## src/rtl/alu_pkg.sv

```systemverilog
// Shared ALU arithmetic-group definitions: default operand width and the
// serial subtractor state encoding.
package alu_pkg;

  localparam int unsigned WIDTH_DEF = 4;

  typedef enum logic [1:0] {
    IDLE,
    SHIFT,
    DONE
  } sub_state_t;

endpackage

```

## src/rtl/restador_1bit.sv

```systemverilog
// Combinational 1-bit full subtractor: diff = a - b - borrow_in.
module restador_1bit (
  input  logic a,
  input  logic b,
  input  logic borrow_in,
  output logic diff,
  output logic borrow_out
);

  assign diff       = a ^ b ^ borrow_in;
  assign borrow_out = (~a & b) | (~(a ^ b) & borrow_in);

endmodule

```

## src/rtl/restador_serial.sv

```systemverilog
// Bit-serial WIDTH-bit subtractor (a - b, LSB first) with start/busy/done handshake.
// Optional flag outputs (Z/N/V) are built only when SERIAL_SUB_FLAGS_EN is defined.
module restador_serial
  import alu_pkg::*;
#(
  parameter int unsigned WIDTH = WIDTH_DEF
) (
  input  logic             clk,
  input  logic             rst,
  input  logic             start,
  input  logic [WIDTH-1:0] a,
  input  logic [WIDTH-1:0] b,
  output logic             busy,
  output logic             done,
  output logic [WIDTH-1:0] diff,
  output logic             borrow_out,
  output logic             flag_z,
  output logic             flag_n,
  output logic             flag_v
);

  localparam int unsigned CW = $clog2(WIDTH);

  sub_state_t       r_state, w_next;
  logic [CW-1:0]    r_cnt;
  logic [WIDTH-1:0] r_a, r_b, r_sh, r_diff;
  logic             r_bin, r_bout, r_busy, r_done;
  logic             w_d, w_bout, w_accept, w_last;

  restador_1bit u_fs (
    .a          (r_a[0]),
    .b          (r_b[0]),
    .borrow_in  (r_bin),
    .diff       (w_d),
    .borrow_out (w_bout)
  );

  assign w_last = (r_cnt == CW'(WIDTH - 1));

  always_ff @(posedge clk or posedge rst) begin
    if (rst) r_state <= IDLE;
    else     r_state <= w_next;
  end

  always_comb begin
    w_next   = r_state;
    w_accept = 1'b0;
    unique case (r_state)
      IDLE: begin
        if (start) begin
          w_next   = SHIFT;
          w_accept = 1'b1;
        end
      end
      SHIFT: begin
        if (w_last) w_next = DONE;
      end
      DONE: begin
        if (start) begin
          w_next   = SHIFT;
          w_accept = 1'b1;
        end else begin
          w_next = IDLE;
        end
      end
      default: w_next = IDLE;
    endcase
  end

  // Result registers load only on the final shift edge, so diff/borrow_out
  // stay stable while a following operation is shifting.
  always_ff @(posedge clk or posedge rst) begin
    if (rst) begin
      r_a    <= '0;
      r_b    <= '0;
      r_sh   <= '0;
      r_diff <= '0;
      r_cnt  <= '0;
      r_bin  <= 1'b0;
      r_bout <= 1'b0;
      r_busy <= 1'b0;
      r_done <= 1'b0;
    end else begin
      r_busy <= (w_next == SHIFT);
      r_done <= (w_next == DONE);
      if (w_accept) begin
        r_a   <= a;
        r_b   <= b;
        r_bin <= 1'b0;
        r_cnt <= '0;
      end else if (r_state == SHIFT) begin
        r_a   <= r_a >> 1;
        r_b   <= r_b >> 1;
        r_bin <= w_bout;
        r_cnt <= r_cnt + CW'(1);
        r_sh  <= {w_d, r_sh[WIDTH-1:1]};
        if (w_last) begin
          r_diff <= {w_d, r_sh[WIDTH-1:1]};
          r_bout <= w_bout;
        end
      end
    end
  end

  assign busy       = r_busy;
  assign done       = r_done;
  assign diff       = r_diff;
  assign borrow_out = r_bout;

`ifdef SERIAL_SUB_FLAGS_EN
  logic r_am, r_bm, r_nz, r_fz, r_fn, r_fv;

  // Operand MSBs are kept from acceptance since r_a/r_b are shifted away.
  always_ff @(posedge clk or posedge rst) begin
    if (rst) begin
      r_am <= 1'b0;
      r_bm <= 1'b0;
      r_nz <= 1'b0;
      r_fz <= 1'b0;
      r_fn <= 1'b0;
      r_fv <= 1'b0;
    end else if (w_accept) begin
      r_am <= a[WIDTH-1];
      r_bm <= b[WIDTH-1];
      r_nz <= 1'b0;
    end else if (r_state == SHIFT) begin
      r_nz <= r_nz | w_d;
      if (w_last) begin
        r_fz <= ~(r_nz | w_d);
        r_fn <= w_d;
        r_fv <= (r_am ^ r_bm) & (r_am ^ w_d);
      end
    end
  end

  assign flag_z = r_fz;
  assign flag_n = r_fn;
  assign flag_v = r_fv;
`else
  assign flag_z = 1'b0;
  assign flag_n = 1'b0;
  assign flag_v = 1'b0;
`endif

endmodule

```

## config.mk

```make
export PLATFORM = sky130hd
export DESIGN_NAME = restador_serial
export DESIGN_NICKNAME = d
export VERILOG_FILES = /design/src/rtl/alu_pkg.sv /design/src/rtl/restador_1bit.sv /design/src/rtl/restador_serial.sv
export SDC_FILE = /design/constraint.sdc
export NUM_CORES = 1
export LEC_CHECK = 0
export CAP_MARGIN = 20
export CORE_UTILIZATION = 43
export DETAILED_ROUTE_END_ITERATION = 6
export PLACE_DENSITY = 0.81
export REMOVE_ABC_BUFFERS = 1
export SYNTH_ARGS = -nofsm -noshare
export SYNTH_HDL_FRONTEND = slang
export SYNTH_SLANG_ARGS = --single-unit
```

## constraint.sdc

```tcl
create_clock -name clk -period 1.4 [get_ports clk]
set_input_delay 0.28 -clock clk [delete_from_list [all_inputs] [get_ports clk]]
set_output_delay 0.28 -clock clk [all_outputs]
set_load 0.03 [all_outputs]
```

* Word-level counts from Yosys, hierarchy flattened
Index checks and enable logic that the tools add are counted.
** Storage, ports and cells
- Register bits after elaboration :: 24
- Latch bits :: 0
- RAM bits :: 0
- Memory bits (read-only) :: 0
- Logic and storage cells :: 43
- Memories kept :: 0
** Operators by class
- Add/subtract/negate cells :: 1
- $mul :: 0
- Divide/modulo/power cells :: 0
- Magnitude comparators :: 0
- Equal/unequal tests :: 5
- Shift operators :: 0
- Muxes and demuxes :: 14
- Bitwise gates (word level) :: 8
- Reductions and logical operators :: 5
** Operators by type and width (count)
- 4-bit 2-to-1 mux :: 4
- 2-bit 2-to-1 mux :: 4
- 2-bit == test, second input constant :: 3
- 2-bit case mux with 3 select lines :: 1
- 1-bit 2-to-1 mux :: 5
- 2-bit by 1-bit == test with 1-bit output, second input constant :: 2
- 1-bit inverter :: 3
- 3-bit AND reduction :: 1
- 2-bit by 1-bit adder with 2-bit output, second input constant :: 1
- 1-bit bitwise AND :: 2
- 2-bit logical NOT :: 1
- 2-bit AND reduction :: 1
- 2-bit nonzero test :: 1
- 2-bit OR reduction :: 1
- 1-bit XOR :: 2
- 1-bit bitwise OR :: 1

* Logic depth before layout (Yosys ltp)
- Word-level depth :: 6
- Mapped depth :: 5
- Depth with buffers taken out :: 4

* Modules after synthesis
A second synthesis with hierarchy kept.
** Unflattened totals
- Cell total of the unflattened synthesis :: 94
- Area total of the unflattened synthesis :: 1071.0 um^2
** Modules (own cells, without submodules)
- restador_serial :: instances 1, cells an instance 90, area an instance 1039.7 um^2, seq. area each 575.6 um^2
- restador_1bit :: instances 1, cells an instance 4, area an instance 31.3 um^2, seq. area each 0.0 um^2

* Worst setup path before layout
Ideal clock, no wire load.
- Path kind :: register to register
- Start :: register r_bin
- End :: register r_bin
- Library setup time :: 0.121 ns
- Arrival :: 1.231 ns
- Required time :: 1.279 ns
- Path slack :: 0.048 ns
- Stages on the path, launching flop included :: 4
- Path buffers :: 0
- Period minus slack after synthesis :: 1.352 ns
- Path through :: dfrtp_1 -> fa_1 -> mux2_2 -> a22o_1
** Between the ends
- Longest elaborated chain between the ends :: 4
** RTL lines
- from (decl) :: RTL line restador_serial.sv:27 : logic r_bin, r_bout, r_busy, r_done;
- from (signal assigned) :: RTL line restador_serial.sv:94 : r_bin <= w_bout;
- 1-bit bitwise AND :: RTL line restador_1bit.sv:11 : assign borrow_out = (~a & b) | (~(a ^ b) & borrow_in);
- 1-bit bitwise OR :: RTL line restador_1bit.sv:11
- named net u_fs.borrow_out :: RTL line restador_1bit.sv:7 : output logic borrow_out
- 1-bit 2-to-1 mux :: RTL line restador_serial.sv:91 : end else if (r_state == SHIFT) begin
- 1-bit 2-to-1 mux :: RTL line restador_serial.sv:86 : if (w_accept) begin
The timed path passes the listed nets, and every way through them passes these cells. The select of a mux whose other input is x is not followed.
A chain may end at the register's enable or synchronous reset.

* Final worst setup path
- Start :: register r_cnt[0]
- End :: register r_diff[0], in the netlist diff[0]
** Between the ends
- Longest elaborated chain between the ends :: 2
** RTL lines
- from (decl) :: RTL line restador_serial.sv:25 : logic [CW-1:0] r_cnt;
- from (signal assigned) :: RTL line restador_serial.sv:95 : r_cnt <= r_cnt + CW'(1);
- 2-bit == test :: RTL line restador_serial.sv:38 : assign w_last = (r_cnt == CW'(WIDTH - 1));
- 3-bit AND reduction (no line)
- to (signal assigned) :: RTL line restador_serial.sv:98 : r_diff <= {w_d, r_sh[WIDTH-1:1]};
- to (decl) :: RTL line restador_serial.sv:26 : logic [WIDTH-1:0] r_a, r_b, r_sh, r_diff;
Every way passes these cells.

==> reports/metrics.cfg <==
[worst_setup_path]
rr_startpoint=r_cnt[0]
r2r_cells=3
crit_path_start_kind=flop
cp-endpoint=diff[0]
r2r_setup_slack_ns=0.03
end_kind=flop
cp-startpoint=r_cnt[0]
worstPathArrival_ns=1.57
required_ns=1.60
rr_endpoint=diff[0]
crit_type=flop to flop
cp_max_fo=6

[synthesis]
synthDistinctLibCells=20
syn_area_um2=961
yosysWarningCount=0
synthesis.instances=79
seq_area_frac_synth_pct=59.9
syn_avg_cell_area_um2=12.2
ys_seq_elements=23

[timing]
period_needed_ns=1.37
setup_viol=0
report.final.slew_viol_count=0
tns_ns=0
fmaxAchievable_ghz=0.732
min_period_over_period_pct=97.6
hold_viol_final=0
rsz0062_at_grt=true
skew_ns=0.00505

[layout]
areaGrowthSynthToFinish_pct=25.4
layout.nets=117
final_cells=130
antenna_cells=0
drive_above_1_share_pct=21.4

[clock_network]
cts_buffer_depth=2
worst_setup_hold_path_clk_slew_ns=0.12
h-tree-depth=1
clock_sinks=23
clk_latency_ns=0.31
clockRootBuffer=clkbuf_4
cts_hold_repair.buffers=0
cts_tree=yes
cts_buffers=3

[place]
hpwl_um=1260
dp_cells=125
portBuffers=17
gp_congestion=0.730

[global_routing]
first_global_vias=657
antenna_found_initial=0
grt_first_pass_wirelength_um=2930
overflow=0
grt_max_degree=24
grt_util_all_layers_pct=15.8

[floorplanning]
start_util_pct=47.5
die_area_um2=2430
ios=21
rows=16
core_um2=2020
die_w_um=49.3
die_y_um=49.3

[min_path]
hp-class=input port to async pin

[route]
dr.pass1.iters=4
drt-total-wl_um=1630
drt-vias-per-instance=4.90
drc=0
vias=637
drt_iter0_markers=10
ant_nets=0
post_drt_wl_per_cell_um=12.5

[run_status]
status=complete, no violations

[run]
max_cap_viol_count=0

[pwr]
peakVddDrop_mv=1.29
p_leak_nw=0.588
power_density_nw_per_um2=2270

## metal layers
metal	track usage (%)	share of wire (%)
met5	0	0
met4	1.47	0
met2	28.1	54
met1	19.6	41
met3	4.67	5.0
## critical path: stages, from the launching register on
cell and delay [ns]:
dfrtp_1 0.42, ha_1 0.22, nand3b_1 0.24, mux2_2 0.38
## final cells by class
class / count / area (um^2)
clock buffers: 3 / 22.5
clock inverters: 1 / 5.00
fillers: 171 / 817
inverters: 9 / 33.8
multi-input cells: 43 / 318
flip-flops and latches: 23 / 576
well taps: 27 / 33.8
repair buffers: 24 / 216
## how the worst min path moves through the flow
stage             from    endpoint  slack (ns)  cells past startpoint
4_1_cts            rst     diff[0]        0.32                      3
2_1_floorplan      rst  borrow_out        0.28                      1
3_3_place_gp   diff[3]     diff[3]        0.46                      2
3_5_place_dp   diff[3]     diff[3]        0.47                      2
5_1_grt            rst     diff[0]        0.34                      3
6_report           rst      r_a[1]        0.31                      3
## where the power goes
| part | total [mW] | internal (mW) | switching [mW] |
|---|---|---|---|
| Sequential | 1.15 | 0.976 | 0.179 |
| Clock | 0.296 | 0.107 | 0.189 |
| Combinational | 1.28 | 0.610 | 0.670 |
## kinds of logic after synthesis
kind of cell | Yosys count | share of synthesized area [%]
AOI/OAI and AO/OA | 21 | 13.3
adders and majority gates | 2 | 3.39
buffers and inverters | 15 | 8.33
DFF | 23 | 59.9
muxes | 8 | 9.38
other | 1 | 0.390
and+or+nand+nor | 9 | 5.34
## stage by stage
| step | setup slack, ns | area, um^2 | utilization, % | total power [mW] | hold slack, ns |
|---|---|---|---|---|---|
| 2_1_floorplan | 0.0482 | 922 | - | 2.00 | 0.282 |
| 3_3_place_gp | 0.0333 | 1170 | 57.9 | 2.42 | 0.460 |
| 5_1_grt | -0.0152 | 1200 | 59.6 | 2.95 | 0.340 |
| 4_1_cts | 0.0252 | 1200 | 59.3 | 2.75 | 0.321 |
| 3_5_place_dp | -0.0196 | 1170 | 57.9 | 2.50 | 0.469 |
| 6_report | 0.0337 | 1200 | 59.6 | 2.73 | 0.314 |
## cell usage after synthesis, drive strengths merged
master | n | area (um^2)
dfrtp | 23 | 576
inv | 9 | 33.8
mux2 | 8 | 90.1
a21oi | 6 | 30.0
buf | 6 | 46.3
o22ai | 6 | 37.5
o21ai | 5 | 25.0
a22o | 4 | 35.0
nand2 | 2 | 7.51
nand2b | 2 | 12.5
and2 | 1 | 8.76
conb | 1 | 3.75
fa | 1 | 20.0
ha | 1 | 12.5
nand3 | 1 | 5.00
nand3b | 1 | 7.51
nor2 | 1 | 3.75
nor2b | 1 | 6.26
## cells in the final DEF (no fill, tap or decap)
master           netlist  routed
a21oi_1                6       6
clkdlybuf4s15_1        0       2
buf_4                  4       7
nand2_1                2       2
conb_1                 1       3
mux2_2                 8       8
dlygate4sd2_1          0       5
nor2_1                 1       1
fa_2                   0       1
o21ai_0                5       5
ha_1                   1       1
clkbuf_4               0       3
nand3_1                1       1
nand3b_1               1       1
clkdlybuf4s50_1        0      10
dfrtp_1               23      23
inv_1                  9       9
and2_4                 1       1
o22ai_1                6       6
clkinv_2               0       1
nor2b_1                1       1
a22o_1                 4       4
nand2b_1               2       1
nand2b_2               0       1
## registers in the layout, summed over array words and instances, names as in the netlist
| register | flops |
|---|---|
| done | 1 |
| r_state | 2 |
| diff | 4 |
| busy | 1 |
| r_cnt | 2 |
| r_a | 4 |
| r_b | 4 |
| borrow_out | 1 |
| r_sh | 3 |
| r_bin | 1 |
## repair_timing
action	in CTS	in global routing
hold endpoints to repair	0	0
resized for setup	8	3
setup buffers	1	0
endpoints found under the setup margin	8	9
cloned	0	0
Note: power is estimated with default switching activity, not from simulation.
